<file path="config.mk">
export PLATFORM = sky130hd
export DESIGN_NAME = disp_scan_sched
export DESIGN_NICKNAME = d
export VERILOG_FILES = /design/src/rtl/disp_pkg.sv /design/src/rtl/seg_rr_arb.sv /design/src/rtl/disp_scan_sched.sv
export SDC_FILE = /design/constraint.sdc
export NUM_CORES = 1
export LEC_CHECK = 0
export BUFFER_PORTS_ARGS = -buffer_cell sky130_fd_sc_hd__buf_4
export CAP_MARGIN = 20
export CELL_PAD_IN_SITES_DETAIL_PLACEMENT = 2
export CELL_PAD_IN_SITES_GLOBAL_PLACEMENT = 2
export CORE_UTILIZATION = 32
export DETAILED_ROUTE_END_ITERATION = 8
export PLACE_DENSITY_LB_ADDON = 0.1
export SLEW_MARGIN = 20
export SYNTH_ARGS = -nofsm -noshare
export SYNTH_HDL_FRONTEND = slang
export SYNTH_SLANG_ARGS = --single-unit
</file>
<file path="constraint.sdc">
create_clock -name clk -period 8.7 [get_ports clk]
set_input_delay 0.435 -clock clk [delete_from_list [all_inputs] [get_ports clk]]
set_output_delay 0.435 -clock clk [all_outputs]
set_load 0.01 [all_outputs]
</file>
<file path="src/rtl/disp_pkg.sv">
// disp_pkg
// Shared types and helpers for the seven-segment scan scheduler:
//   state_e      - scheduler state (IDLE, SHOW, GAP)
//   SEG_BLANK    - segment pattern for a dark digit (active-low, all off)
//   LED_OFF      - anode pattern with every digit disabled (active-low)
//   seg_decode   - hex nibble to active-low {dp,g,f,e,d,c,b,a}, dp off
//   owner_onehot - 2-bit source index to 3-bit one-hot grant vector
package disp_pkg;

    typedef enum logic [1:0] {
        IDLE = 2'd0,
        SHOW = 2'd1,
        GAP  = 2'd2
    } state_e;

    localparam logic [7:0] SEG_BLANK = 8'hFF;
    localparam logic [7:0] LED_OFF   = 8'hFF;

    function automatic logic [7:0] seg_decode(input logic [3:0] nib);
        logic [7:0] pat;
        case (nib)
            4'h0:    pat = 8'hC0;
            4'h1:    pat = 8'hF9;
            4'h2:    pat = 8'hA4;
            4'h3:    pat = 8'hB0;
            4'h4:    pat = 8'h99;
            4'h5:    pat = 8'h92;
            4'h6:    pat = 8'h82;
            4'h7:    pat = 8'hF8;
            4'h8:    pat = 8'h80;
            4'h9:    pat = 8'h90;
            4'hA:    pat = 8'h88;
            4'hB:    pat = 8'h83;
            4'hC:    pat = 8'hC6;
            4'hD:    pat = 8'hA1;
            4'hE:    pat = 8'h86;
            4'hF:    pat = 8'h8E;
            default: pat = SEG_BLANK;
        endcase
        return pat;
    endfunction

    function automatic logic [2:0] owner_onehot(input logic [1:0] idx);
        logic [2:0] oh;
        case (idx)
            2'd0:    oh = 3'b001;
            2'd1:    oh = 3'b010;
            2'd2:    oh = 3'b100;
            default: oh = 3'b000;
        endcase
        return oh;
    endfunction

endpackage

</file>
<file path="src/rtl/seg_rr_arb.sv">
// seg_rr_arb
// Three-way round-robin arbiter. The search starts at the source after the
// last one granted; last_owner only moves when upd is pulsed, so the caller
// decides when an arbitration result is committed.
// Ports:
//   clk, rst_n  - clock, asynchronous active-low reset
//   req[2:0]    - request levels
//   upd         - commit winner as the new last owner
//   winner[1:0] - index of the selected source (valid when found=1)
//   found       - at least one source is requesting
module seg_rr_arb
    import disp_pkg::*;
(
    input  logic       clk,
    input  logic       rst_n,
    input  logic [2:0] req,
    input  logic       upd,
    output logic [1:0] winner,
    output logic       found
);

    logic [1:0] last_r;
    logic [1:0] o0_s;
    logic [1:0] o1_s;
    logic [1:0] o2_s;

    // Rotate the search order so the previous owner is checked last.
    always_comb begin
        case (last_r)
            2'd0: begin
                o0_s = 2'd1;
                o1_s = 2'd2;
                o2_s = 2'd0;
            end
            2'd1: begin
                o0_s = 2'd2;
                o1_s = 2'd0;
                o2_s = 2'd1;
            end
            default: begin
                o0_s = 2'd0;
                o1_s = 2'd1;
                o2_s = 2'd2;
            end
        endcase

        if (req[o0_s]) begin
            winner = o0_s;
            found  = 1'b1;
        end else if (req[o1_s]) begin
            winner = o1_s;
            found  = 1'b1;
        end else if (req[o2_s]) begin
            winner = o2_s;
            found  = 1'b1;
        end else begin
            winner = last_r;
            found  = 1'b0;
        end
    end

    // Last-owner register; reset to 2 so source 0 is searched first.
    always_ff @(posedge clk or negedge rst_n) begin
        if (!rst_n) begin
            last_r <= 2'd2;
        end else if (upd) begin
            last_r <= winner;
        end else begin
            last_r <= last_r;
        end
    end

endmodule

</file>
<file path="src/rtl/disp_scan_sched.sv">
// disp_scan_sched
// Time-division scan scheduler for a shared 8-digit common-anode display.
// One of three sources owns the display; ownership is re-evaluated only at
// frame boundaries (start of a digit-0 slot), honours a minimum hold while
// contested, and every ownership change inserts one dark GAP slot.
// Ports:
//   clk, rst_n           - clock, asynchronous active-low reset
//   req[2:0]             - per-source request levels
//   data0..2[31:0]       - per-source hex words, nibble k on digit k
//   mask0..2[7:0]        - per-source digit enables, 0 blanks the digit
//   grant[2:0]           - one-hot current owner, 0 when idle
//   led_en[7:0]          - anode enables, active-low
//   seg[7:0]             - {dp,g,f,e,d,c,b,a}, active-low
//   frame_tick           - one-cycle pulse at the start of each frame
module disp_scan_sched
    import disp_pkg::*;
#(
    parameter int SCAN_DIV    = 20000,
    parameter int HOLD_FRAMES = 250
)(
    input  logic        clk,
    input  logic        rst_n,
    input  logic [2:0]  req,
    input  logic [31:0] data0,
    input  logic [31:0] data1,
    input  logic [31:0] data2,
    input  logic [7:0]  mask0,
    input  logic [7:0]  mask1,
    input  logic [7:0]  mask2,
    output logic [2:0]  grant,
    output logic [7:0]  led_en,
    output logic [7:0]  seg,
    output logic        frame_tick
);

    localparam int DW = (SCAN_DIV > 1) ? $clog2(SCAN_DIV) : 1;
    localparam int HW = $clog2(HOLD_FRAMES + 1);
    localparam logic [DW-1:0] DIV_LAST = DW'(SCAN_DIV - 1);
    localparam logic [HW-1:0] HOLD_LIM = HW'(HOLD_FRAMES);

    logic [DW-1:0] div_r;
    state_e        st_r;
    // idx_r is the digit of the slot that starts at the next terminal count.
    logic [2:0]    idx_r;
    // owner_r is the shown source in SHOW and the incoming source in GAP.
    logic [1:0]    owner_r;
    logic [HW-1:0] hold_r;
    logic [2:0]    grant_r;
    logic [7:0]    led_r;
    logic [7:0]    seg_r;
    logic          tick_r;

    logic          tc_s;
    logic          boundary_s;
    logic          owner_req_s;
    logic          others_s;
    logic          start_s;
    logic          switch_s;
    logic          release_s;
    logic          arb_upd_s;
    logic [1:0]    win_s;
    logic          win_ok_s;
    logic [31:0]   sel_data_s;
    logic [7:0]    sel_mask_s;
    logic [3:0]    nib_s;
    logic [7:0]    dig_led_s;
    logic [7:0]    dig_seg_s;

    seg_rr_arb u_arb (
        .clk    (clk),
        .rst_n  (rst_n),
        .req    (req),
        .upd    (arb_upd_s),
        .winner (win_s),
        .found  (win_ok_s)
    );

    // Frame-boundary arbitration decisions.
    always_comb begin
        tc_s        = (div_r == DIV_LAST);
        boundary_s  = tc_s && (idx_r == 3'd0);
        owner_req_s = |(req & owner_onehot(owner_r));
        others_s    = |(req & ~owner_onehot(owner_r));
        start_s     = 1'b0;
        switch_s    = 1'b0;
        release_s   = 1'b0;
        if (boundary_s && (st_r == IDLE)) begin
            start_s = win_ok_s;
        end else if (boundary_s && (st_r == SHOW)) begin
            if (!owner_req_s) begin
                switch_s  = win_ok_s;
                release_s = !win_ok_s;
            end else begin
                // A contested owner yields only once its hold has run out.
                switch_s = others_s && (hold_r >= HOLD_LIM);
            end
        end else begin
            start_s = 1'b0;
        end
        arb_upd_s = start_s | switch_s;
    end

    // Pattern for digit idx_r of the current/incoming owner, sampled at slot start.
    always_comb begin
        case (owner_r)
            2'd0: begin
                sel_data_s = data0;
                sel_mask_s = mask0;
            end
            2'd1: begin
                sel_data_s = data1;
                sel_mask_s = mask1;
            end
            2'd2: begin
                sel_data_s = data2;
                sel_mask_s = mask2;
            end
            default: begin
                sel_data_s = 32'h0000_0000;
                sel_mask_s = 8'h00;
            end
        endcase
        nib_s = sel_data_s[{idx_r, 2'b00} +: 4];
        if (sel_mask_s[idx_r]) begin
            dig_led_s = ~(8'h01 << idx_r);
            dig_seg_s = seg_decode(nib_s);
        end else begin
            dig_led_s = LED_OFF;
            dig_seg_s = SEG_BLANK;
        end
    end

    // Slot divider: terminal count marks the end of the current digit slot.
    always_ff @(posedge clk or negedge rst_n) begin
        if (!rst_n) begin
            div_r <= {DW{1'b0}};
        end else if (tc_s) begin
            div_r <= {DW{1'b0}};
        end else begin
            div_r <= div_r + DW'(1);
        end
    end

    // Scheduler FSM with registered display outputs; everything moves at slot start.
    always_ff @(posedge clk or negedge rst_n) begin
        if (!rst_n) begin
            st_r    <= IDLE;
            idx_r   <= 3'd0;
            owner_r <= 2'd0;
            hold_r  <= {HW{1'b0}};
            grant_r <= 3'b000;
            led_r   <= LED_OFF;
            seg_r   <= SEG_BLANK;
            tick_r  <= 1'b0;
        end else begin
            tick_r <= 1'b0;
            if (tc_s) begin
                case (st_r)
                    IDLE: begin
                        tick_r <= boundary_s;
                        led_r  <= LED_OFF;
                        seg_r  <= SEG_BLANK;
                        if (start_s) begin
                            // idx stays 0 so the GAP slot is followed by digit 0.
                            st_r    <= GAP;
                            owner_r <= win_s;
                        end else begin
                            idx_r <= idx_r + 3'd1;
                        end
                    end
                    GAP: begin
                        st_r    <= SHOW;
                        grant_r <= owner_onehot(owner_r);
                        hold_r  <= {HW{1'b0}};
                        led_r   <= dig_led_s;
                        seg_r   <= dig_seg_s;
                        idx_r   <= idx_r + 3'd1;
                        tick_r  <= 1'b1;
                    end
                    SHOW: begin
                        if (switch_s) begin
                            // Old grant stays visible through the dark slot.
                            st_r    <= GAP;
                            owner_r <= win_s;
                            led_r   <= LED_OFF;
                            seg_r   <= SEG_BLANK;
                        end else if (release_s) begin
                            st_r    <= IDLE;
                            grant_r <= 3'b000;
                            led_r   <= LED_OFF;
                            seg_r   <= SEG_BLANK;
                            idx_r   <= idx_r + 3'd1;
                            tick_r  <= 1'b1;
                        end else begin
                            led_r <= dig_led_s;
                            seg_r <= dig_seg_s;
                            idx_r <= idx_r + 3'd1;
                            if (boundary_s) begin
                                tick_r <= 1'b1;
                                if (hold_r < HOLD_LIM) begin
                                    hold_r <= hold_r + HW'(1);
                                end else begin
                                    hold_r <= hold_r;
                                end
                            end else begin
                                hold_r <= hold_r;
                            end
                        end
                    end
                    default: begin
                        st_r    <= IDLE;
                        idx_r   <= 3'd0;
                        grant_r <= 3'b000;
                        led_r   <= LED_OFF;
                        seg_r   <= SEG_BLANK;
                    end
                endcase
            end
        end
    end

    assign grant      = grant_r;
    assign led_en     = led_r;
    assign seg        = seg_r;
    assign frame_tick = tick_r;

endmodule

</file>
# Word-level counts from Yosys, hierarchy flattened
# Memory sizes are Yosys's and may differ from the RTL's.
# Cells that the tools add are included.
# W data, S select, Z words.
# totals
reg_bits	52
mem_bits_ro	112
inputBits	125
out_inout_bits	20
wordCells	120
memories	1
# classes
n_addsub	3
magnitude_cmp	6
eq_ne	15
shift	2
n_mux	59
bitwise_logic	6
reduce_logical	18
# mem_list
name	depth	word_bits	read_ports	rd_ports_with_merged_regs	wr	line_no	source
(no name shown)	16	7	1	0	0	disp_pkg.sv:21	case (nib)
# op_table
cell	n
$pmux W32 S3	1
$mux W8	10
$pmux W8 S2	3
$shiftx A32 B6 Y4	1
$pmux W3 S3	3
$pmux W8 S3	1
$mux W1	18
$mux W2	8
$pmux W2 S2	4
$add A15 B1 Y15 const B	1
$eq A15 B15 Y1 const B	1
$mux W15	1
$ne A2 B2 Y1 const B	7
$mux W3	4
$lt A2 B3 Y1 const B	3
$add A8 B1 Y8 const B	1
$ge A8 B8 Y1 const B	1
$lt A8 B8 Y1 const B	1
$not A8 Y8	1
$reduce_and A4 Y1	2
$shl A1 B3 Y8 const A	1
$and A3 B3 Y3	2
$bmux W1 S2	3
$eq A2 B1 Y1 const B	3
other kinds (19)	28

# Depth between registers and ports, before layout
# Gate-level depths: netlist (run 1).
# logic_depth
word_depth	15
mapped_depth	15
mapped_depth_nobuf	11

# By module
# Synthesis (run 1) repeated with hierarchy kept, for this count alone.
# unflattened
hier_cells	447
hier_area_um2	4196.5
# modules_own_cells
module	n_inst	cells_each	area_each_um2	seq_area_each_um2
disp_scan_sched	1	429	4057.6	1244.9
seg_rr_arb	1	18	138.9	51.3

# Least setup slack after synthesis (run 1)
# No wires, ideal clock.
# synth_timing
path_kind	register -> register
from	register owner_r[0]
to	register seg_r[3] (netlist: seg[3])
setup_time_ps	93
t_arrival_ps	2781
required_ps	8607
path_slack_ps	5826
stages_incl_launch_ff	15
n_path_buf	4
period_less_slack_ps	2874
cell_sequence	dfrtp_1 > buf_4 > nor2b_4 > buf_6 > buf_4 > buf_4 > nand2_1 > o21ai_0 > mux4_2 > o21ai_1 > inv_1 > ha_1 > mux2_1 > mux2i_1 > a21oi_1
# synth_via
elab_chain_cells	11
elab_cells_between_ends	26
cone_classes	eq/ne (2); shift (1); mux (15); bitwise (3); reduce/logical (4); memory (1)
# synth_rtl
element	line_no	source
from (decl)	disp_scan_sched.sv:46	logic [1:0] owner_r;
from (signal assigned)	disp_scan_sched.sv:166	owner_r <= win_s;
from (signal assigned)	disp_scan_sched.sv:184	owner_r <= win_s;
parallel branches: the longest is 10 deep, another holds $mem_v2 Z16 W7	n/a	
$pmux W8 S2 (*)	disp_scan_sched.sv:158	case (st_r)
to (signal assigned)	disp_scan_sched.sv:176	seg_r <= dig_seg_s;
to (signal assigned)	disp_scan_sched.sv:196	seg_r <= dig_seg_s;
to (decl)	disp_scan_sched.sv:50	logic [7:0] seg_r;
# Every way passes the cells marked *. The select of a mux whose other input is x is not followed.
# A chain may end at the register's enable or synchronous reset.

# Worst setup path after layout (run 1)
# layout_timing
from	register owner_r[0]
to	register seg_r[0] (netlist: seg[0])
# The elaborated chain is that of the path after synthesis.

==> summary.md, run 1 <==
| Metric | Value |
|---|---|
| Drt drc | `0` |
| Post-synth EDFFs | `0` |
| Share of layout cells above drive strength 1 | `0.3709` |
| Worst Tran Pin Value | `1.080 ns` |
| YS warnings | `0` |
| Hold Crit Class | `in2async` |
| Routed len/inst | `19.59 um` |
| Leakage | `2.343 nW` |
| Commonest cells in the netlist | `nand2_1 (40), dfrtp_1 (35), o21ai_0 (32)` |
| VDD IR max | `0.06202 mV` |
| Storage element area | `1297 um^2` |
| Outcome | `finished, final reports clean` |
| Met1 Resource Use GR | `0.2746` |
| Max H-tree Level | `2` |
| Setup Total Neg Slack | `0 ns` |
| Global-route wire length before repair | `23980 um` |
| Cell area after layout | `5532 um^2` |
| Worst Skew | `0.007161 ns` |
| Clock root cell | `clkbuf_16` |
| Routed Antenna Nets | `0` |
| Gpl congestion | `0.7765` |
| Required @ worst endpoint | `8.89 ns` |
| DIE AREA | `13730 um^2` |
| Post-Syn Area | `4245 um^2` |
| Synth area leaders | `dfrtp_1 (21%), dfstp_2 (9.9%), mux2_2 (6.9%)` |
| Starting density of the core | `0.3324` |
| Post-CTS setup buffers | `0` |
| GR Overflow Total | `0` |
| Layout Nets | `728` |
| Met3 usage | `0.03090` |
| Clk slew on worst S/H paths | `0.07 ns` |
| Pwr Density | `103.7 nW/um^2` |
| Normalized max-slew margin | `0.2800` |
| Worst setup SP type | `register` |
| Number of port buffers | `143` |
| Worst EP arrival | `4.07 ns` |
| Most frequent cell after synthesis | `nand2_1` |
| Finished Layout Cells | `757` |
| # resized after CTS | `0` |
| Top-Level Pins | `145` |
| TritonCTS clock tree | `built` |
| Worst R2R End | `seg[0]$_DFFE_PN1N_` |
| Final Hold Fails | `0` |
| Dpl cells | `749` |
| Clock sink count | `51` |
| Synth Net Count | `607` |
| Post-synthesis instance total | `463` |
| Post-place instance area | `5343 um^2` |
| # diodes | `0` |
| Pin count of the biggest net entering global routing | `53` |
| CTS Buf Count | `5` |
| Top FF cell, synth | `dfrtp_1` |
| DRC violation total after the first TritonRoute iteration | `189` |
| Via-per-instance ratio | `5.407` |
| Maximum clock path buffer count | `2` |
| DR pass1 iterations | `4` |
| RR Startpoint | `owner_r[0]$_DFFE_PN0P_` |
| Via Count | `4093` |
| Vias in the first global route | `4623` |
| Detail Placement HPWL | `11400 um` |
| Fmax | `258.0 MHz` |
| Final worst path period need | `3.876 ns` |
| MaxCap Viol Count | `0` |
| GR peak layer | `met2` |
| Layout filler cell count | `1445` |
| Final worst-path cycle share | `0.4455` |
| Power Total | `573.9 uW` |
| Worst-skew pair later-pin latency | `0.29 ns` |
| Initial antenna violation count | `0` |
| Sequential fraction of the synthesis area | `0.3053` |
| RSZ-0062 raised after global routing | `false` |
| Routing usage on met2 | `0.4322` |
| CP Class | `reg2reg` |
| Fin. max-slew vios | `0` |
| Synth top area share | `0.2063` |
| CTS Hold Bufs | `0` |
| Yosys cell types | `73` |
| Cell taking the most area after synthesis | `dfrtp_1` |
| Reg2reg setup slack | `4.82 ns` |
| Die H | `117.2 um` |
| Setup-failing EPs final | `0` |
| Chip width | `117.2 um` |
| Core area | `12770 um^2` |
| R2R depth | `7` |
| Critical Path Fanout Max | `39` |
| Multi-input gate area | `2678 um^2` |
| Final wirelength | `14830 um` |
| FF+latch count, synth | `51` |
| Syn_area_per_cell | `9.169 um^2` |
| Row cnt | `41` |
| Worst setup EP type | `register` |
| Layout area overhead | `30.30%` |
| FFs w/ async S/R, synth | `1.000` |
| Total GRT Usage | `0.2289` |
critical path, stage by stage, from the launching register on:
cell      delay (ns)
dfrtp_1         0.89
nor2b_4         0.85
a22oi_1         0.20
mux4_2          0.54
a211oi_4        0.58
and3b_1         0.25
o32ai_1         0.32
a31oi_1         0.14
cell families (layout without fill, tap and decap cells):
family                     Yosys count  count (layout)  share of synthesized area
AOI/OAI and AO/OA                  139             139                     0.2358
xor gates and xnor gates            11              11                    0.02269
adders and majority gates           19              19                    0.05600
buffers and inverters               48             170                    0.06513
DFF                                 51              51                     0.3053
muxes                               55              55                     0.1494
other                                1               1                  0.0008833
and+or+nand+nor                    139             139                     0.1648
cell type report:
| type | count | share of cell area |
|---|---|---|
| well taps | 172 | 0.03891 |
| multi-input cells | 364 | 0.4841 |
| clock inverters | 2 | 0.01086 |
| inverters | 17 | 0.01154 |
| flip-flops and latches | 51 | 0.2346 |
| repair buffers | 145 | 0.1968 |
| clock buffers | 6 | 0.02330 |
worst max-delay path by stage:
stage                     cells after the start              startpoint                 end  slack, ns
after floorplan                              14  owner_r[0]$_DFFE_PN0P_  seg[3]$_DFFE_PN1N_       5.83
after global placement                        7  owner_r[0]$_DFFE_PN0P_  seg[0]$_DFFE_PN1N_       5.06
after detailed placement                      7  owner_r[0]$_DFFE_PN0P_  seg[0]$_DFFE_PN1N_       4.87
after CTS                                     7  owner_r[0]$_DFFE_PN0P_  seg[0]$_DFFE_PN1N_       4.84
after global routing                          7  owner_r[0]$_DFFE_PN0P_  seg[6]$_DFFE_PN1N_       4.53
final                                         7  owner_r[0]$_DFFE_PN0P_  seg[0]$_DFFE_PN1N_       4.82
power by group:
group | switching (mW) | internal, mW | total (mW)
registers | 0 | 0.237 | 0.237
clock network | 0.0893 | 0.165 | 0.254
logic | 0.0310 | 0.0511 | 0.0821
metal layers:
metal | wire, um | part of all wire
met1 | 6416 | 0.43
met2 | 7881 | 0.53
met3 | 400 | 0.027
met4 | 130 | 0.0088
met5 | 0 | 0
registers in the layout (all words and copies together) (netlist names):
name          cells
div_r            15
hold_r            8
led_en            8
seg               7
grant             3
idx_r             3
owner_r           2
st_r              2
u_arb.last_r      2
frame_tick        1
per-stage QoR:
stage / util / worst slack [ns] / hold slack [ns]
after floorplan: - / 5.826 / 0.1394
after global placement: 0.4183 / 5.057 / 0.4586
after detailed placement: 0.4183 / 4.867 / 0.4796
after CTS: 0.4330 / 4.837 / 0.2039
after global routing: 0.4330 / 4.532 / 0.2251
final: 0.4330 / 4.824 / 0.1829
cell usage in the layout, fill, tap and decap left out, types with 6 or more instances in the layout:
master    instances
a21oi_1          20
a221o_1           6
a221oi_1         16
a22o_1            6
a22oi_1           6
and3_1            6
buf_4           145
dfrtp_1          34
dfstp_2          16
ha_1             19
inv_1            15
mux2_1            7
mux2_2           26
mux2i_1          18
nand2_1          40
nand2b_1         10
nand3_1          14
nor2_1           30
nor3_1            8
o21ai_0          32
o31ai_1           8
or3_1             6
xor2_1            7
No activity file was read; power rests on OpenSTA's default activity.
==> run 2, diff against run 1 <==
--- a/config.mk
+++ b/config.mk
@@ -5,11 +5,12 @@
 export SDC_FILE = /design/constraint.sdc
 export NUM_CORES = 1
 export LEC_CHECK = 0
+export ABC_AREA = 1
 export BUFFER_PORTS_ARGS = -buffer_cell sky130_fd_sc_hd__buf_4
 export CAP_MARGIN = 20
 export CELL_PAD_IN_SITES_DETAIL_PLACEMENT = 2
 export CELL_PAD_IN_SITES_GLOBAL_PLACEMENT = 2
-export CORE_UTILIZATION = 32
+export CORE_UTILIZATION = 27
 export DETAILED_ROUTE_END_ITERATION = 8
 export PLACE_DENSITY_LB_ADDON = 0.1
 export SLEW_MARGIN = 20
==> constraint.sdc (replaced) <==
create_clock -name clk -period 3.9 [get_ports clk]
set_input_delay 0.195 -clock clk [delete_from_list [all_inputs] [get_ports clk]]
set_output_delay 0.195 -clock clk [all_outputs]
set_load 0.01 [all_outputs]
==> summary.md, run 2 <==
| Metric | Value |
|---|---|
| DR pass1 iterations | `4 (unchanged)` |
| Gate power share | `0.223 (+0.080)` |
| Number of port buffers | `143 (unchanged)` |
| Top-Level Pins | `145 (unchanged)` |
| Routed len/inst | `17.48 um (-11%)` |
| Setup Total Neg Slack | `0 ns (unchanged)` |
| # resized after CTS | `0 (unchanged)` |
| Final worst path period need | `3.097 ns (-0.7795 ns)` |
| Pwr Density | `215.9 nW/um^2 (+110%)` |
| TritonCTS clock tree | `built` |
| Sequential fraction of the synthesis area | `0.2865 (-0.01883)` |
| Reg with most FFs | `div_r` |
| Max H-tree Level | `2 (unchanged)` |
| Vias in the first global route | `5837 (+26%)` |
| Via Count | `5063 (+24%)` |
| RR Startpoint | `owner_r[0]$_DFFE_PN0P_` |
| Die H | `131.5 um (+12%)` |
| DIE AREA | `17280 um^2 (+26%)` |
| Gpl congestion | `0.8009 (+3.1%)` |
| Clock root cell | `clkbuf_16` |
| Clock power share | `0.357 (-0.086)` |
| YS warnings | `0 (unchanged)` |
| Commonest cells in the netlist | `nand2_1 (212), nand3_1 (85), inv_1 (63)` |
| Initial antenna violation count | `0 (unchanged)` |
| Layout filler cell count | `1999 (+38%)` |
| Worst Setup SP | `owner_r[0]$_DFFE_PN0P_` |
| Worst R2R End | `seg[3]$_DFFE_PN1N_` |
| Internal | `900.5 uW (+99%)` |
| VDD IR max | `0.1900 mV (+210%)` |
| Required @ worst endpoint | `4.13 ns (-4.76 ns)` |
| Setup-failing EPs final | `0 (unchanged)` |
| Mux cell area share after synthesis | `0 (-0.1494)` |
| Yosys cell types | `51 (-30%)` |
| Met1 Resource Use GR | `0.2715 (-0.003098)` |
| Starting density of the core | `0.2807 (-0.05161)` |
| RSZ-0062 raised after global routing | `false` |
| Post-layout util | `0.3634 (-0.06970)` |
| Worst setup endpoint | `seg[3]$_DFFE_PN1N_` |
| Syn_area_per_cell | `6.693 um^2 (-27%)` |
| Dpl cells | `1013 (+35%)` |
| Top FF cell, synth | `dfrtp_1` |
| # diodes | `0 (unchanged)` |
| Post-Syn Area | `4524 um^2 (+6.6%)` |
| Final wirelength | `17870 um (+20%)` |
| Reg power frac | `0.420 (+0.006)` |
| Post-synthesis instance total | `676 (+46%)` |
| Chip width | `131.5 um (+12%)` |
| FFs w/ async S/R, synth | `1.000 (unchanged)` |
| Row cnt | `46 (+12%)` |
| Synth Net Count | `820 (+35%)` |
| Share of layout cells above drive strength 1 | `0.2630 (-0.1079)` |
| Via-per-instance ratio | `4.954 (-8.4%)` |
| Routing usage on met2 | `0.3862 (-0.04591)` |
| Net Sw Power | `363.8 uW (+200%)` |
| Core area | `16120 um^2 (+26%)` |
| Commonest non-fill, non-tap cells in the layout | `nand2_1 (212), buf_4 (150), nand3_1 (85), inv_1 (63), nor2_1 (50)` |
| Fin. max-slew vios | `0 (unchanged)` |
| Multi-input gate area | `2741 um^2 (+2.4%)` |
| Adder-cell area share of the yosys netlist | `0.05254 (-0.003453)` |
| Layout area overhead | `29.42%` |
| Finished Layout Cells | `1022 (+35%)` |
| Most frequent cell after synthesis | `nand2_1` |
| R2R depth | `17 (+10)` |
| Post-synth EDFFs | `0 (unchanged)` |
| Routed Antenna Nets | `0 (unchanged)` |
| Worst-skew pair later-pin latency | `0.30 ns (about the same)` |
| Clock sink count | `51 (unchanged)` |
| Clk slew on worst S/H paths | `0.07 ns (about the same)` |
| GR Overflow Total | `0 (unchanged)` |
| Synth top area share | `0.1936 (-0.01272)` |
| Met3 usage | `0.02585 (-0.005047)` |
| MaxCap Viol Count | `0 (unchanged)` |
| Detail Placement HPWL | `13930 um (+22%)` |
| Total GRT Usage | `0.2135 (-0.01538)` |
| Critical Path Fanout Max | `23 (-41%)` |
| XOR/XNOR share of the synthesized area | `0.01549 (-0.007207)` |
| Main combinational cell family by area after synthesis | `simple AND/OR/NAND/NOR gates` |
| CP Class | `reg2reg` |
| Leakage | `2.768 nW (+18%)` |
| Global-route wire length before repair | `29830 um (+24%)` |
| CTS Buf Count | `5 (unchanged)` |
| Largest register FFs | `15 (unchanged)` |
| Maximum clock path buffer count | `2 (unchanged)` |
| Post-CTS setup buffers | `0 (unchanged)` |
| Fmax | `322.9 MHz (+25%)` |
| Synth Area in Compound Gates | `0.1048 (-0.1310)` |
| Reg2reg setup slack | `0.80 ns (-4.02 ns)` |
| Worst setup SP type | `register` |
| Worst Tran Pin Value | `1.012 ns (-0.06821 ns)` |
| GR peak layer | `met2` |
| Layout Nets | `949 (+30%)` |
| DRC violation total after the first TritonRoute iteration | `163 (-14%)` |
| Drt drc | `0 (unchanged)` |
| Hold Crit Class | `in2reg` |
| Final worst-path cycle share | `0.7940 (+0.3485)` |
| Normalized max-slew margin | `0.3247 (+0.04475)` |
| CTS Hold Bufs | `1 (+1)` |
| Outcome | `finished, final reports clean` |
| Cell taking the most area after synthesis | `dfrtp_1` |
| Worst EP arrival | `3.32 ns (-0.75 ns)` |
| Hold Path Origin | `req[1]` |
| Switching share of total power | `0.2877 (+0.07811)` |
| Storage element area | `1296 um^2 (about the same)` |
| FF+latch count, synth | `51 (unchanged)` |
| Worst setup EP type | `register` |
| Pin count of the biggest net entering global routing | `52 (-1.9%)` |
| Worst Skew | `0.006111 ns (-0.001049 ns)` |
| Simple-gate share of the synthesized area | `0.4322 (+0.2675)` |
| Final Hold Fails | `0 (unchanged)` |
| Most common cell after layout, fill and taps aside | `nand2_1` |
| Synth area leaders | `dfrtp_1 (19%), nand2_1 (18%), nand3_1 (9.4%)` |
run 2: changes by cell type in the layout (fill, tap and decap cells not counted), moves of 18 or more:
cell     change
mux2_2      -26
nand3_1     +71
nand2_1    +172
inv_1       +48
nor2_1      +20
mux2i_1     -18
nand4_1     +32
run 2: worst min path at each step:
stage	end	slack, ns	cells after the start
after floorplan	div_r[0]$_DFF_PN0_	-0.10	0
after global placement	div_r[1]$_DFF_PN0_	0.29	1
after detailed placement	div_r[3]$_DFF_PN0_	0.29	1
after CTS	u_arb.last_r[0]$_DFFE_PN0P_	0.41	7
after global routing	u_arb.last_r[0]$_DFFE_PN0P_	0.46	7
final	u_arb.last_r[0]$_DFFE_PN0P_	0.40	7
run 2: critical path, cell delays in order, from the launching register on:
cell and delay, ns:
dfrtp_1 0.37, buf_4 0.22, nor2_2 0.80, nand2_1 0.12, nand4_1 0.13, nand3_1 0.09
nand2_1 0.10, nand2_1 0.07, nand2_1 0.17, inv_1 0.11, ha_1 0.28, inv_1 0.08
nand3_1 0.08, nand3_1 0.09, nand2_1 0.06, nand2_1 0.05, nand2_1 0.05, a21oi_1 0.15
run 2: per-stage QoR:
stage	cell area, um^2	power (mW)	hold WS (ns)	setup WS, ns
after global routing	5856	1.328	0.4639	0.3595
after floorplan	4524	0.6877	-0.1006	1.657
after detailed placement	5703	0.8260	0.2880	0.7582
after CTS	5856	1.284	0.4107	0.7380
final	5856	1.264	0.4032	0.8033
after global placement	5703	0.8167	0.2902	0.9272
run 2: power by group through the flow:
stage | clock [mW] | sequential, mW | combinational [mW]
2_1_floorplan | 0 | 0.542 | 0.146
3_3_place_gp | 0 | 0.541 | 0.276
3_5_place_dp | 0 | 0.541 | 0.285
4_1_cts | 0.467 | 0.531 | 0.287
5_1_grt | 0.481 | 0.532 | 0.316
6_report | 0.451 | 0.531 | 0.282
run 2: cells by family after synthesis:
logic type               count (synthesis)
AND/OR/NAND/NOR                        420
buffers and inverters                  100
AO/OA/AOI/OAI                           77
flip-flops                              51
adder cells (fa/ha/maj)                 19
XOR/XNOR                                 8
other                                    1
run 2: area by class of cell:
cell class / count / share of cell area
multi-input combinational: 525 / 0.4682
tap: 216 / 0.04615
clock buffer: 6 / 0.02201
inverter: 71 / 0.04594
timing repair buffer: 151 / 0.1940
clock inverter: 2 / 0.002350
sequential: 51 / 0.2214
run 2: layer usage:
metal	vias to the layer above	wire [um]	part of all wire
met1	2487	8260	0.46
met5	-	0	0
met4	0	205	0.011
met2	82	8984	0.50
li1	2480	-	-
met3	14	415	0.023
==> run 3, diff against run 2 <==
==> constraint.sdc (replaced) <==
create_clock -name clk -period 3.1 [get_ports clk]
set_input_delay 0.155 -clock clk [delete_from_list [all_inputs] [get_ports clk]]
set_output_delay 0.155 -clock clk [all_outputs]
set_load 0.01 [all_outputs]
==> summary.md, run 3 (same netlist as run 2, synthesis figures left out) <==
| Metric | Value |
|---|---|
| Dpl cells | `1019 (+0.59%)` |
| Met3 usage | `0.02508 (-0.0007716)` |
| Internal | `1.136 mW (+26%)` |
| Commonest non-fill, non-tap cells in the layout | `nand2_1 (212), buf_4 (155), nand3_1 (85), inv_1 (63), nor2_1 (50)` |
| Leakage | `2.801 nW (+1.2%)` |
| Worst EP arrival | `2.99 ns (-0.33 ns)` |
| Clock root cell | `clkbuf_16` |
| Post-place instance area | `5761 um^2 (+1.0%)` |
| Via Count | `5124 (+1.2%)` |
| VDD IR max | `0.1825 mV (-4.0%)` |
| Outcome | `finished, final reports clean` |
| Critical Path Fanout Max | `23 (unchanged)` |
| Starting density of the core | `0.2807 (unchanged)` |
| Clk slew on worst S/H paths | `0.07 ns (about the same)` |
| Largest register FFs | `15 (unchanged)` |
| Finished Layout Cells | `1028 (+0.59%)` |
| Number of port buffers | `143 (unchanged)` |
| Reg with most FFs | `div_r` |
| Cell area after layout | `5911 um^2 (+0.94%)` |
| Clock power share | `0.352 (-0.005)` |
| Final Hold Fails | `0 (unchanged)` |
| Clock sink count | `51 (unchanged)` |
| Top-Level Pins | `145 (unchanged)` |
| Routed Antenna Nets | `0 (unchanged)` |
| Multi-input gate area | `2741 um^2 (unchanged)` |
| Vias in the first global route | `5696 (-2.4%)` |
| Routed len/inst | `17.36 um (-0.70%)` |
| Fmax | `361.5 MHz (+12%)` |
| RSZ-0062 raised after global routing | `false` |
| Core area | `16120 um^2 (unchanged)` |
| Worst setup EP type | `register` |
| Met1 Resource Use GR | `0.2712 (-0.0003246)` |
| GR peak layer | `met2` |
| Drt drc | `0 (unchanged)` |
| Gate power share | `0.225 (+0.002)` |
| Layout filler cell count | `1997 (-0.10%)` |
| Setup-failing EPs final | `0 (unchanged)` |
| Worst Skew | `0.005849 ns (-0.0002625 ns)` |
| Pwr Density | `268.3 nW/um^2 (+24%)` |
| Required @ worst endpoint | `3.32 ns (-0.81 ns)` |
| Final wirelength | `17840 um (-0.12%)` |
| Maximum clock path buffer count | `2 (unchanged)` |
| CP Class | `reg2reg` |
| Row cnt | `46 (unchanged)` |
| Gpl congestion | `0.8312 (+3.8%)` |
| CTS Buf Count | `5 (unchanged)` |
| Global-route wire length before repair | `29530 um (-1.0%)` |
| Layout area overhead | `30.64%` |
| Max H-tree Level | `2 (unchanged)` |
| Fin. max-slew vios | `0 (unchanged)` |
| Total GRT Usage | `0.2120 (-0.001497)` |
| Initial antenna violation count | `0 (unchanged)` |
| Most common cell after layout, fill and taps aside | `nand2_1` |
| Normalized max-slew margin | `0.4930 (+0.1683)` |
| Chip width | `131.5 um (unchanged)` |
| Via-per-instance ratio | `4.984 (+0.61%)` |
| DR pass1 iterations | `4 (unchanged)` |
| DIE AREA | `17280 um^2 (unchanged)` |
| Routing usage on met2 | `0.3845 (-0.001764)` |
| Die H | `131.5 um (unchanged)` |
| Hold Crit Class | `in2reg` |
| Final worst path period need | `2.767 ns (-0.3302 ns)` |
| Worst setup SP type | `register` |
| TritonCTS clock tree | `built` |
| Net Sw Power | `449.5 uW (+24%)` |
| Reg power frac | `0.424 (+0.004)` |
| Worst-skew pair later-pin latency | `0.30 ns (about the same)` |
| Setup Total Neg Slack | `0 ns (unchanged)` |
| Pin count of the biggest net entering global routing | `52 (unchanged)` |
| GR Overflow Total | `0 (unchanged)` |
| Layout Nets | `955 (+0.63%)` |
| Switching share of total power | `0.2835 (-0.004239)` |
| DRC violation total after the first TritonRoute iteration | `162 (-0.61%)` |
| Worst Tran Pin Value | `0.7605 ns (-0.2514 ns)` |
| Power Total | `1.586 mW (+25%)` |
| Storage element area | `1296 um^2 (unchanged)` |
| Share of layout cells above drive strength 1 | `0.2685 (+0.005446)` |
| MaxCap Viol Count | `0 (unchanged)` |
| Final worst-path cycle share | `0.8924 (+0.09841)` |
| Detail Placement HPWL | `14310 um (+2.7%)` |
| # diodes | `0 (unchanged)` |
| Post-CTS setup buffers | `0 (unchanged)` |
==> run 3: per-stage QoR <==
step | util | hold slack [ns] | worst slack [ns]
floorplan | - | -0.1406 | 0.8572
global placement | 0.3575 | 0.2410 | 0.4616
detailed placement | 0.3575 | 0.2482 | 0.3066
CTS | 0.3668 | 0.3476 | 0.2925
global route | 0.3668 | 0.4106 | 0.02761
finish | 0.3668 | 0.3488 | 0.3334
==> run 3: power by group through the flow <==
stage | sequential (mW) | clock, mW | combinational (mW)
after floorplan | 0.681 | 0 | 0.184
after global placement | 0.683 | 0 | 0.350
after global routing | 0.672 | 0.600 | 0.399
after CTS | 0.672 | 0.574 | 0.363
after detailed placement | 0.684 | 0 | 0.361
final | 0.672 | 0.558 | 0.356
==> run 3: worst paths after layout <==
check | from | end | slack, ns | depth (start not counted)
max in group asynchronous | rst_n | u_arb.last_r[0]$_DFFE_PN0P_ | 2.19 | 2
worst min-delay path | req[1] | u_arb.last_r[0]$_DFFE_PN0P_ | 0.35 | 7
min in group asynchronous | rst_n | div_r[1]$_DFF_PN0_ | 0.46 | 2
worst max register to register | owner_r[0]$_DFFE_PN0P_ | seg[3]$_DFFE_PN1N_ | 0.33 | 17
worst max-delay path | owner_r[0]$_DFFE_PN0P_ | seg[3]$_DFFE_PN1N_ | 0.33 | 17
worst min register to register | div_r[0]$_DFF_PN0_ | div_r[0]$_DFF_PN0_ | 0.48 | 1
==> run 3: per-layer routing <==
layer | wire length, um | part of all wire
met1 | 8180 | 0.46
met2 | 9054 | 0.51
met3 | 432 | 0.024
met4 | 176 | 0.0099
met5 | 0 | 0
==> run 3: worst max-delay path, stage by stage (launching register included) <==
cell     delay, ns
dfrtp_1       0.45
buf_4         0.20
nor2_4        0.47
nand2_1       0.13
nand4_1       0.13
nand3_1       0.08
nand2_1       0.08
nand2_1       0.07
nand2_1       0.14
inv_1         0.12
ha_1          0.28
inv_1         0.07
nand3_1       0.07
nand3_1       0.09
nand2_1       0.06
nand2_1       0.05
nand2_1       0.05
a21oi_1       0.15
==> run 3: what timing repair did <==
item	in CTS	in global routing
endpoints found under the hold margin	35	0
hold buffers	1	0
gates resized for setup	0	0
==> run 3: area by class of cell <==
cell class	instances	share of cell area
repair buffers	157	0.2019
clock buffers	6	0.02180
clock inverters	2	0.001905
multi-input cells	525	0.4638
inverters	71	0.04551
well taps	216	0.04572
flip-flops and latches	51	0.2193
